<file path="src/rtl/uart_num_decoder_pkg.sv">
// Shared constants for the UART decimal-token decoder: ASCII codes and FSM encodings.
package uart_num_decoder_pkg;

    localparam logic [7:0] ASC_0     = 8'h30;
    localparam logic [7:0] ASC_9     = 8'h39;
    localparam logic [7:0] ASC_SP    = 8'h20;
    localparam logic [7:0] ASC_TAB   = 8'h09;
    localparam logic [7:0] ASC_CR    = 8'h0D;
    localparam logic [7:0] ASC_LF    = 8'h0A;
    localparam logic [7:0] ASC_COMMA = 8'h2C;
    localparam logic [7:0] ASC_MINUS = 8'h2D;

    localparam int         N_DELIM   = 5;
    localparam logic [8*N_DELIM-1:0] DELIM_SET = {ASC_SP, ASC_TAB, ASC_CR, ASC_LF, ASC_COMMA};

    typedef logic [1:0] dec_state_t;

    localparam dec_state_t DEC_IDLE  = 2'd0;
    localparam dec_state_t DEC_ACCUM = 2'd1;
    localparam dec_state_t DEC_SKIP  = 2'd2;

endpackage

</file>
<file path="src/rtl/uart_num_decoder_if.sv">
// Byte-stream input and token output bundle of the UART number decoder.
interface uart_num_decoder_if #(
    parameter int DATA_W = 32
);
    logic              rx_valid;
    logic [7:0]        rx_byte;
    logic              clear;
    logic              decoder_valid;
    logic [DATA_W-1:0] decoder_data;
    logic              decoder_error;
    logic              busy;

    modport master (
        output rx_valid, rx_byte, clear,
        input  decoder_valid, decoder_data, decoder_error, busy
    );

    modport slave (
        input  rx_valid, rx_byte, clear,
        output decoder_valid, decoder_data, decoder_error, busy
    );
endinterface

</file>
<file path="src/rtl/uart_num_decoder_ascii_char_class.sv">
// Combinational ASCII classifier: decimal digit, token delimiter or minus sign.
module ascii_char_class
    import uart_num_decoder_pkg::*;
(
    input  logic [7:0] rx_byte,
    output logic       is_digit,
    output logic       is_delim,
    output logic       is_minus,
    output logic [3:0] digit_val
);
    logic [N_DELIM-1:0] delim_hit;

    generate
        for (genvar gi = 0; gi < N_DELIM; gi++) begin : g_delim
            assign delim_hit[gi] = (rx_byte == DELIM_SET[gi*8 +: 8]);
        end
    endgenerate

    assign is_digit  = (rx_byte >= ASC_0) && (rx_byte <= ASC_9);
    assign is_delim  = |delim_hit;
    assign is_minus  = (rx_byte == ASC_MINUS);
    // Low nibble of '0'..'9' is the digit value; meaningless for other bytes.
    assign digit_val = rx_byte[3:0];
endmodule

</file>
<file path="src/rtl/uart_num_decoder.sv">
// ASCII decimal stream -> DATA_W-bit tokens with valid/error pulses.
// Define SIGNED_INPUT_EN to accept a leading '-' and produce two's-complement tokens.
module uart_num_decoder
    import uart_num_decoder_pkg::*;
#(
    parameter int DATA_W     = 32,
    parameter int MAX_DIGITS = 10
)(
    input  logic               clk,
    input  logic               rst,
    uart_num_decoder_if.slave  bus
);
    localparam int ACC_W = DATA_W + 4;
    localparam int CNT_W = $clog2(MAX_DIGITS + 2);

    logic       is_digit, is_delim, is_minus;
    logic [3:0] digit_val;

    ascii_char_class u_class (
        .rx_byte   (bus.rx_byte),
        .is_digit  (is_digit),
        .is_delim  (is_delim),
        .is_minus  (is_minus),
        .digit_val (digit_val)
    );

    dec_state_t        state_reg, state_next;
    logic [ACC_W-1:0]  acc_reg, acc_next;
    logic [CNT_W-1:0]  digit_cnt_reg, digit_cnt_next;
    logic              ovf_reg, ovf_next;
    logic              neg_reg, neg_next;
    logic [DATA_W-1:0] data_reg, data_next;
    logic              valid_reg, valid_next;
    logic              error_reg, error_next;

    logic [ACC_W-1:0]  acc_mul;
    logic [CNT_W-1:0]  cnt_inc;
    logic [DATA_W-1:0] token_value;
    logic              mag_ovf;
    logic              minus_start;

    // acc*10 + d; acc is below 2^DATA_W until ovf, so ACC_W bits never wrap.
    assign acc_mul     = (acc_reg << 3) + (acc_reg << 1) + ACC_W'(digit_val);
    assign cnt_inc     = digit_cnt_reg + 1'b1;
    assign token_value = neg_reg ? (DATA_W'(0) - acc_reg[DATA_W-1:0]) : acc_reg[DATA_W-1:0];

`ifdef SIGNED_INPUT_EN
    logic [ACC_W-1:0] mag_lim;
    assign mag_lim     = neg_reg ? (ACC_W'(1) << (DATA_W-1)) : ((ACC_W'(1) << (DATA_W-1)) - 1'b1);
    assign mag_ovf     = (acc_mul > mag_lim);
    assign minus_start = is_minus;
`else
    logic unused_minus;
    assign unused_minus = is_minus;
    assign mag_ovf      = |acc_mul[ACC_W-1:DATA_W];
    assign minus_start  = 1'b0;
`endif

    always_comb begin
        state_next     = state_reg;
        acc_next       = acc_reg;
        digit_cnt_next = digit_cnt_reg;
        ovf_next       = ovf_reg;
        neg_next       = neg_reg;
        data_next      = data_reg;
        valid_next     = 1'b0;
        error_next     = 1'b0;

        if (bus.clear) begin
            state_next     = DEC_IDLE;
            acc_next       = '0;
            digit_cnt_next = '0;
            ovf_next       = 1'b0;
            neg_next       = 1'b0;
        end else if (bus.rx_valid) begin
            case (state_reg)
                DEC_IDLE: begin
                    if (is_digit) begin
                        acc_next       = ACC_W'(digit_val);
                        digit_cnt_next = CNT_W'(1);
                        ovf_next       = 1'b0;
                        neg_next       = 1'b0;
                        state_next     = DEC_ACCUM;
                    end else if (minus_start) begin
                        acc_next       = '0;
                        digit_cnt_next = '0;
                        ovf_next       = 1'b0;
                        neg_next       = 1'b1;
                        state_next     = DEC_ACCUM;
                    end else if (!is_delim) begin
                        error_next = 1'b1;
                        state_next = DEC_SKIP;
                    end
                end
                DEC_ACCUM: begin
                    if (is_digit) begin
                        // Once ovf is set the token is dead; freeze acc and count.
                        if (!ovf_reg) begin
                            if (mag_ovf || (cnt_inc > CNT_W'(MAX_DIGITS))) begin
                                ovf_next = 1'b1;
                            end else begin
                                acc_next       = acc_mul;
                                digit_cnt_next = cnt_inc;
                            end
                        end
                    end else if (is_delim) begin
                        if (ovf_reg || (digit_cnt_reg == '0)) begin
                            error_next = 1'b1;
                        end else begin
                            valid_next = 1'b1;
                            data_next  = token_value;
                        end
                        state_next = DEC_IDLE;
                    end else begin
                        error_next = 1'b1;
                        state_next = DEC_SKIP;
                    end
                end
                DEC_SKIP: begin
                    if (is_delim) begin
                        state_next = DEC_IDLE;
                    end
                end
                default: state_next = DEC_IDLE;
            endcase
        end
    end

    always_ff @(posedge clk or posedge rst) begin
        if (rst) begin
            state_reg     <= DEC_IDLE;
            acc_reg       <= '0;
            digit_cnt_reg <= '0;
            ovf_reg       <= 1'b0;
            neg_reg       <= 1'b0;
            data_reg      <= '0;
            valid_reg     <= 1'b0;
            error_reg     <= 1'b0;
        end else begin
            state_reg     <= state_next;
            acc_reg       <= acc_next;
            digit_cnt_reg <= digit_cnt_next;
            ovf_reg       <= ovf_next;
            neg_reg       <= neg_next;
            data_reg      <= data_next;
            valid_reg     <= valid_next;
            error_reg     <= error_next;
        end
    end

    assign bus.decoder_valid = valid_reg;
    assign bus.decoder_error = error_reg;
    assign bus.decoder_data  = data_reg;
    assign bus.busy          = (state_reg != DEC_IDLE);
endmodule
</file>
<file path="src/flat_wrapper.sv">
// flat-port wrapper written by rule: the top's interface ports become plain ports
module uart_num_decoder_flat import uart_num_decoder_pkg::*;
#(
    parameter int DATA_W     = 32,
    parameter int MAX_DIGITS = 10
)
  (clk, rst, bus_rx_valid, bus_rx_byte, bus_clear, bus_decoder_valid, bus_decoder_data, bus_decoder_error, bus_busy);
  uart_num_decoder_if #(.DATA_W(DATA_W)) bus_i ();
  input  logic clk;
  input  logic rst;
  input wire logic [$bits(bus_i.rx_valid)-1:0] bus_rx_valid;
  input wire logic [$bits(bus_i.rx_byte)-1:0] bus_rx_byte;
  input wire logic [$bits(bus_i.clear)-1:0] bus_clear;
  output wire logic [$bits(bus_i.decoder_valid)-1:0] bus_decoder_valid;
  output wire logic [$bits(bus_i.decoder_data)-1:0] bus_decoder_data;
  output wire logic [$bits(bus_i.decoder_error)-1:0] bus_decoder_error;
  output wire logic [$bits(bus_i.busy)-1:0] bus_busy;
  assign bus_i.rx_valid = bus_rx_valid;
  assign bus_i.rx_byte = bus_rx_byte;
  assign bus_i.clear = bus_clear;
  assign bus_decoder_valid = bus_i.decoder_valid;
  assign bus_decoder_data = bus_i.decoder_data;
  assign bus_decoder_error = bus_i.decoder_error;
  assign bus_busy = bus_i.busy;
  uart_num_decoder #(.DATA_W(DATA_W), .MAX_DIGITS(MAX_DIGITS)) u_core (.clk(clk), .rst(rst), .bus(bus_i));
endmodule
</file>
<file path="config.mk">
export PLATFORM = sky130hd
export DESIGN_NAME = uart_num_decoder_flat
export DESIGN_NICKNAME = d
export VERILOG_FILES = /design/src/rtl/uart_num_decoder_pkg.sv /design/src/rtl/uart_num_decoder_if.sv /design/src/rtl/uart_num_decoder_ascii_char_class.sv /design/src/rtl/uart_num_decoder.sv /design/src/flat_wrapper.sv
export SDC_FILE = /design/constraint.sdc
export NUM_CORES = 1
export LEC_CHECK = 0
export CORE_AREA = 2 2 144 146
export CTS_BUF_LIST = sky130_fd_sc_hd__clkbuf_4 sky130_fd_sc_hd__clkbuf_8 sky130_fd_sc_hd__clkbuf_16
export DETAILED_ROUTE_END_ITERATION = 12
export DIE_AREA = 0 0 146 148
export MAX_ROUTING_LAYER = met4
export SETUP_SLACK_MARGIN = 0.3
export SKIP_CTS_REPAIR_TIMING = 1
export SYNTH_ARGS = -nofsm -noshare
export SYNTH_HDL_FRONTEND = slang
export SYNTH_HIERARCHICAL = 1
export SYNTH_SLANG_ARGS = --single-unit
</file>
<file path="constraint.sdc">
create_clock -name clk -period 3.7 [get_ports clk]
set_input_delay 0.74 -clock clk [delete_from_list [all_inputs] [get_ports clk]]
set_output_delay 0.74 -clock clk [all_outputs]
set_load 0.02 [all_outputs]
</file>
# --- After elaboration in Yosys (flattened, before gate mapping) ---
# Cells that the tools add are included.
classes:
  add_sub_neg: 4
  n_lt_le_gt_ge: 3
  eq_ne: 14
  mux: 47
  bitwise_logic: 3
  n_reduce_logical: 17
op_table:
  columns: ["operator", "count"]
  rows:
  - ["35-bit two-way mux", 6]
  - ["35-bit one-hot mux with 2 select lines", 1]
  - ["36-bit adder", 1]
  - ["36-bit by 4-bit adder with 36-bit output", 1]
  - ["32-bit two-way mux", 1]
  - ["1-bit by 32-bit subtractor with 32-bit output (first input constant)", 1]
  - ["8-bit by 4-bit equality test with 1-bit output (second input constant)", 3]
  - ["4-bit two-way mux", 6]
  - ["1-bit two-way mux", 22]
  - ["8-bit by 6-bit equality test with 1-bit output (second input constant)", 2]
  - ["2-bit two-way mux", 7]
  - ["6-bit AND reduction", 2]
  - ["3-bit by 2-bit inequality test with 1-bit output (second input constant)", 3]
  - ["3-bit inequality test (second input constant)", 3]
  - ["8-bit by 6-bit greater-or-equal comparator with 1-bit output (second input constant)", 1]
  - ["8-bit by 6-bit <= comparator with 1-bit output (second input constant)", 1]
  - ["4-bit one-hot mux with 2 select lines", 1]
  - ["4-bit AND reduction", 2]
  - ["2-bit nonzero test", 4]
  - ["2-bit one-hot mux with 3 select lines", 1]
  - ["5-bit OR reduction", 1]
  - ["4-bit by 1-bit adder with 4-bit output (second input constant)", 1]
  - ["4-bit greater-than comparator (second input constant)", 1]
  - ["4-bit zero test", 1]
  - ["11 further kinds", 15]
word_totals:
  regBits: 77
  in_bits: 12
  output_inout_bits: 35
  elab_cells: 96

# --- Depth between registers and ports, before layout ---
logic_depth:
  ltp_word: 10
  ltp_mapped: 16

# --- Modules after synthesis ---
# Netlist, hierarchy kept.
by_module_without_submodules:
  columns: ["module", "n_inst", "cells_each", "area_each_um2", "seq_area_each_um2"]
  rows:
  - ["uart_num_decoder", 1, 537, 5420.2, 1901.8]
  - ["ascii_char_class", 1, 18, 125.1, 0.0]

# --- Worst setup path after synthesis ---
# No wires, ideal clock.
synth_timing:
  kind: "in2reg"
  start: "input bus_rx_byte[3]"
  end: "register u_core.acc_reg[29]"
  setup_time_ns: 0.121
  arrival_time_ns: 3.944
  t_required_ns: 3.579
  setup_slack_ns: -0.365
  cell_stages: 16
  path_cell_list: "buf_4 > inv_1 > fa_1 > inv_1 > fa_1 > a211oi_2 > o21ai_2 > a21oi_2 > o211ai_2 > a311o_1 > a31oi_2 > nand4_2 > o21a_1 > buf_6 > buf_6 > a22o_1"
synth_via:
  elab_chain_cells: 7
  elab_cells_between_ends: 16
  cone_classes: "1 x add/sub; 2 x order compare; 3 x eq/ne; 6 x mux; 4 x reduce/logical"
synth_lines:
  columns: ["item", "line_no", "source"]
  rows:
  - ["from (decl)", "flat_wrapper.sv:12", "input wire logic [$bits(bus_i.rx_byte)-1:0] bus_rx_byte;"]
  - ["36-bit by 4-bit adder with 36-bit output", "uart_num_decoder.sv:43", "assign acc_mul = (acc_reg << 3) + (acc_reg << 1) + ACC_W'(digit_val);"]
  - ["35-bit two-way mux", "uart_num_decoder.sv:99", "if (mag_ovf || (cnt_inc > CNT_W'(MAX_DIGITS))) begin"]
  - ["35-bit two-way mux", "uart_num_decoder.sv:98", "if (!ovf_reg) begin"]
  - ["35-bit two-way mux", "uart_num_decoder.sv:96", "if (is_digit) begin"]
  - ["35-bit one-hot mux with 2 select lines", "uart_num_decoder.sv:76", "case (state_reg)"]
  - ["35-bit two-way mux", "uart_num_decoder.sv:75", "end else if (bus.rx_valid) begin"]
  - ["35-bit two-way mux", "uart_num_decoder.sv:69", "if (bus.clear) begin"]
  - ["to (signal assigned)", "uart_num_decoder.sv:141", "acc_reg <= acc_next;"]
  - ["to (decl)", "uart_num_decoder.sv:28", "logic [ACC_W-1:0] acc_reg, acc_next;"]
# Parallel ways exist; a longest one is shown, timed or not. The select of a mux whose other input is x is not followed.
# A chain may end at the register's enable or synchronous reset.

# --- Final worst setup path ---
layout_timing:
  start: "input bus_rx_byte[3]"
  end: "register u_core.acc_reg[9]"
# The elaborated chain is that of the path after synthesis.

==> results.py <==
metrics = {
    "outcome": {
        "status": "finished, violations left",
        "failed_checks": "negative setup slack",
    },
    "finish": {
        "drive_above_1_share": 0.1955,
        "num-fill-cells": 2058,
        "area_growth_syn_to_layout_pct": 27.01,
        "largest_reg_flops": 35,
        "antenna_cells_inserted": 0,
        "postLayoutCoreUtil": 0.3506,
        "nets": 709,
        "finalNonFillerCells": 899,
    },
    "critical_path": {
        "worstPathCellList": "buf_8 -> inv_4 -> fa_1 -> inv_2 -> fa_2 -> a211oi_4 -> o21ai_2 -> a21oi_2 -> o211ai_2 -> a311o_1 -> a31oi_2 -> nand4_2 -> buf_6 -> nor4_4 -> buf_6 -> buf_6 -> a22o_1",
        "worst-r2r-setup-slack_ns": 0,
        "crit_path_frequent_cell": "buf_6",
        "crit_slowest_cell": "fa_1",
        "cp_slowest_stage_delay_ns": 0.54,
        "cpLargestDelayFamily": "compound AO/OA/AOI/OAI gates",
        "endpoint_kind": "flop",
        "critical_path_required_ns": 3.98,
        "cp.buffers_inverters": 6,
        "crit_fanout": 7,
        "worst-endpoint-arrival_ns": 4.04,
        "worst-setup-path-type": "in2reg",
        "worstSetupStartpointType": "primary input",
    },
    "routing": {
        "detail_route.wirelength_um": 13640,
        "route.detailed.drc": 0,
        "routed-via-count": 4450,
        "routed_wire_length_per_instance_um": 15.17,
        "drt_first_pass_iters": 6,
        "route.antenna.remaining_nets": 0,
        "initialDrtViolationCount": 307,
        "route.detailed.vias_per_inst": 4.950,
    },
    "cts": {
        "cts-root-buf": "clkbuf_16",
        "cts.htree.levels": 3,
        "clockBufferDepth": 2,
        "clkSlewWorstSetupHoldPaths_ns": 0.05,
        "worst_skew_pair.late_latency_ns": 0.35,
        "clkSinkCount": 76,
        "tritoncts": "done",
        "numCtsBuffers": 9,
    },
    "placed_design": {
        "place_congestion": 0.8357,
        "numPortBuffers": 46,
        "dp.final_hpwl_um": 9523,
        "placed_cells_incl_taps": 875,
    },
    "grt": {
        "antenna_found_initial": 0,
        "first_global_vias": 4331,
        "grt.total_usage": 0.1261,
        "gr-total-overflow": 0,
        "grt_start_max_net_pins": 41,
        "grt_pass1_wl_um": 21760,
    },
    "power_and_ir_drop": {
        "fraction_of_power_spent_switching_nets": 0.2268,
        "powerDensity_nw_per_um2": 272.1,
        "clock_power_share": 0.467,
        "intPower_mw": 1.478,
        "leakage_nw": 3.421,
        "power_frac_comb": 0.092,
        "worst_ir_drop_vdd_mv": 0.1870,
        "seq_power_share": 0.442,
        "net-switching-power_mw": 0.4336,
    },
    "floorplanning": {
        "floorplan.core_area_um2": 20040,
        "chipHeight_um": 148,
        "initial_core_util": 0.2760,
        "placementRows": 52,
        "die_width_um": 146,
        "pin_count": 47,
        "design.die.area_um2": 21610,
    },
    "timing": {
        "worst_slack_ns": -0.05507,
        "maxSlewViolCount": 0,
        "maxSlewHeadroom": 0.5506,
        "hold-worst-slack_ns": 0.5014,
        "setup_viol": 22,
        "timing.final.crit_period_ns": 3.755,
        "fin_skew_ns": 0.007562,
        "rsz0062_at_grt": "yes",
        "layout_worst_path_cycle_share": 1.015,
        "hold_viol": 0,
        "max_clock_freq_mhz": 266.3,
        "transition_time_at_the_pin_with_the_least_slew_margin_ns": 0.6733,
    },
    "logic_synthesis": {
        "mappedNetlistArea_um2": 5532,
        "postSynthAreaPerCell_um2": 10.00,
        "synthesis.yosys.warnings": 6,
        "mappedNetlistNets": 636,
        "cell_count_after_synthesis": 553,
    },
    "run": {
        "cap_viol_max_count": 0,
    },
    "worst_hold_path": {
        "min-delay-path-class": "reg2reg",
    },
}
[path summary, 6_finish.rpt]
path | start | end | cells past startpoint
max | bus_rx_byte[3] | u_core/acc_reg[9] | 17
max reg2reg | u_core/acc_reg[17] | u_core/acc_reg[9] | 14
min reg2reg | u_core/bus.decoder_data[24] | u_core/bus.decoder_data[24] | 1
min in group asynchronous | rst | u_core/bus.decoder_data[26] | 2
max in group asynchronous | rst | u_core/acc_reg[10] | 3
min | u_core/bus.decoder_data[24] | u_core/bus.decoder_data[24] | 1
[cell type report]
class | count | area, um2 | area share
clock buffers | 12 | 260.3 | 0.03704
clock inverters | 2 | 35.03 | 0.004987
well taps | 270 | 337.8 | 0.04809
multi-input cells | 432 | 3532 | 0.5028
repair buffers | 86 | 875.8 | 0.1247
inverters | 21 | 82.58 | 0.01175
flip-flops and latches | 76 | 1902 | 0.2707
[layer usage]
| layer | part of all wire | global-route usage | routed length (um) |
|---|---|---|---|
| met5 | 0 | - | 0 |
| met2 | 0.46 | 0.1948 | 6264 |
| met4 | 0.012 | 0.03350 | 158 |
| met1 | 0.49 | 0.1671 | 6731 |
| met3 | 0.035 | 0.02932 | 481 |
[through the flow]
step	total power [mW]	area (um2)	setup slack [ns]	setup TNS, ns
floorplan	0.9584	5540	-0.1147	-3.447
global route	1.997	7025	-0.2024	-5.385
detailed placement	1.013	6469	-0.8050	-30.17
finish	1.912	7025	-0.05507	-0.9943
global placement	1.013	6469	-0.7751	-29.15
CTS	1.913	6764	-0.4632	-16.25
[worst register-to-register path, cell delays in order (launching register included)]
cell and delay (ns):
dfrtp_1 0.41, ha_1 0.31, ha_1 0.46, nand4_1 0.21, nor3_1 0.39, a21boi_0 0.30
nor2b_1 0.21, a21oi_2 0.08, xnor2_1 0.18, nand4_2 0.15, buf_6 0.15, nor4_4 0.31
buf_6 0.18, buf_6 0.16, a22o_1 0.13
[power by group through the flow]
| stage | clock, mW | combinational (mW) | sequential (mW) |
|---|---|---|---|
| after floorplan | 0 | 0.101 | 0.858 |
| after global placement | 0 | 0.154 | 0.858 |
| after detailed placement | 0 | 0.155 | 0.859 |
| after CTS | 0.914 | 0.156 | 0.844 |
| after global routing | 0.956 | 0.196 | 0.845 |
| final | 0.892 | 0.175 | 0.844 |
[cells in the final DEF, fill, tap and decap left out, types with 3 or more instances in the layout]
cell type	instances
buf_6	4
xnor2_1	20
ha_1	65
a21oi_2	3
dfrtp_1	76
o211ai_1	7
xor2_1	15
a311o_1	3
clkdlybuf4s50_1	43
buf_12	3
inv_1	18
nor3_2	4
nor2_1	22
a21boi_0	3
a22o_1	30
a21o_1	13
nor3_1	7
clkbuf_16	12
ha_4	3
nor2b_1	6
mux2_1	3
nand2_1	40
buf_4	30
mux2_2	32
nand4_1	3
o21ai_1	4
o21ai_0	22
nand2b_1	6
and3_1	3
and2_1	4
a31oi_1	3
a21oi_1	48
nand3_1	11
(Power assumes the default switching activity.)
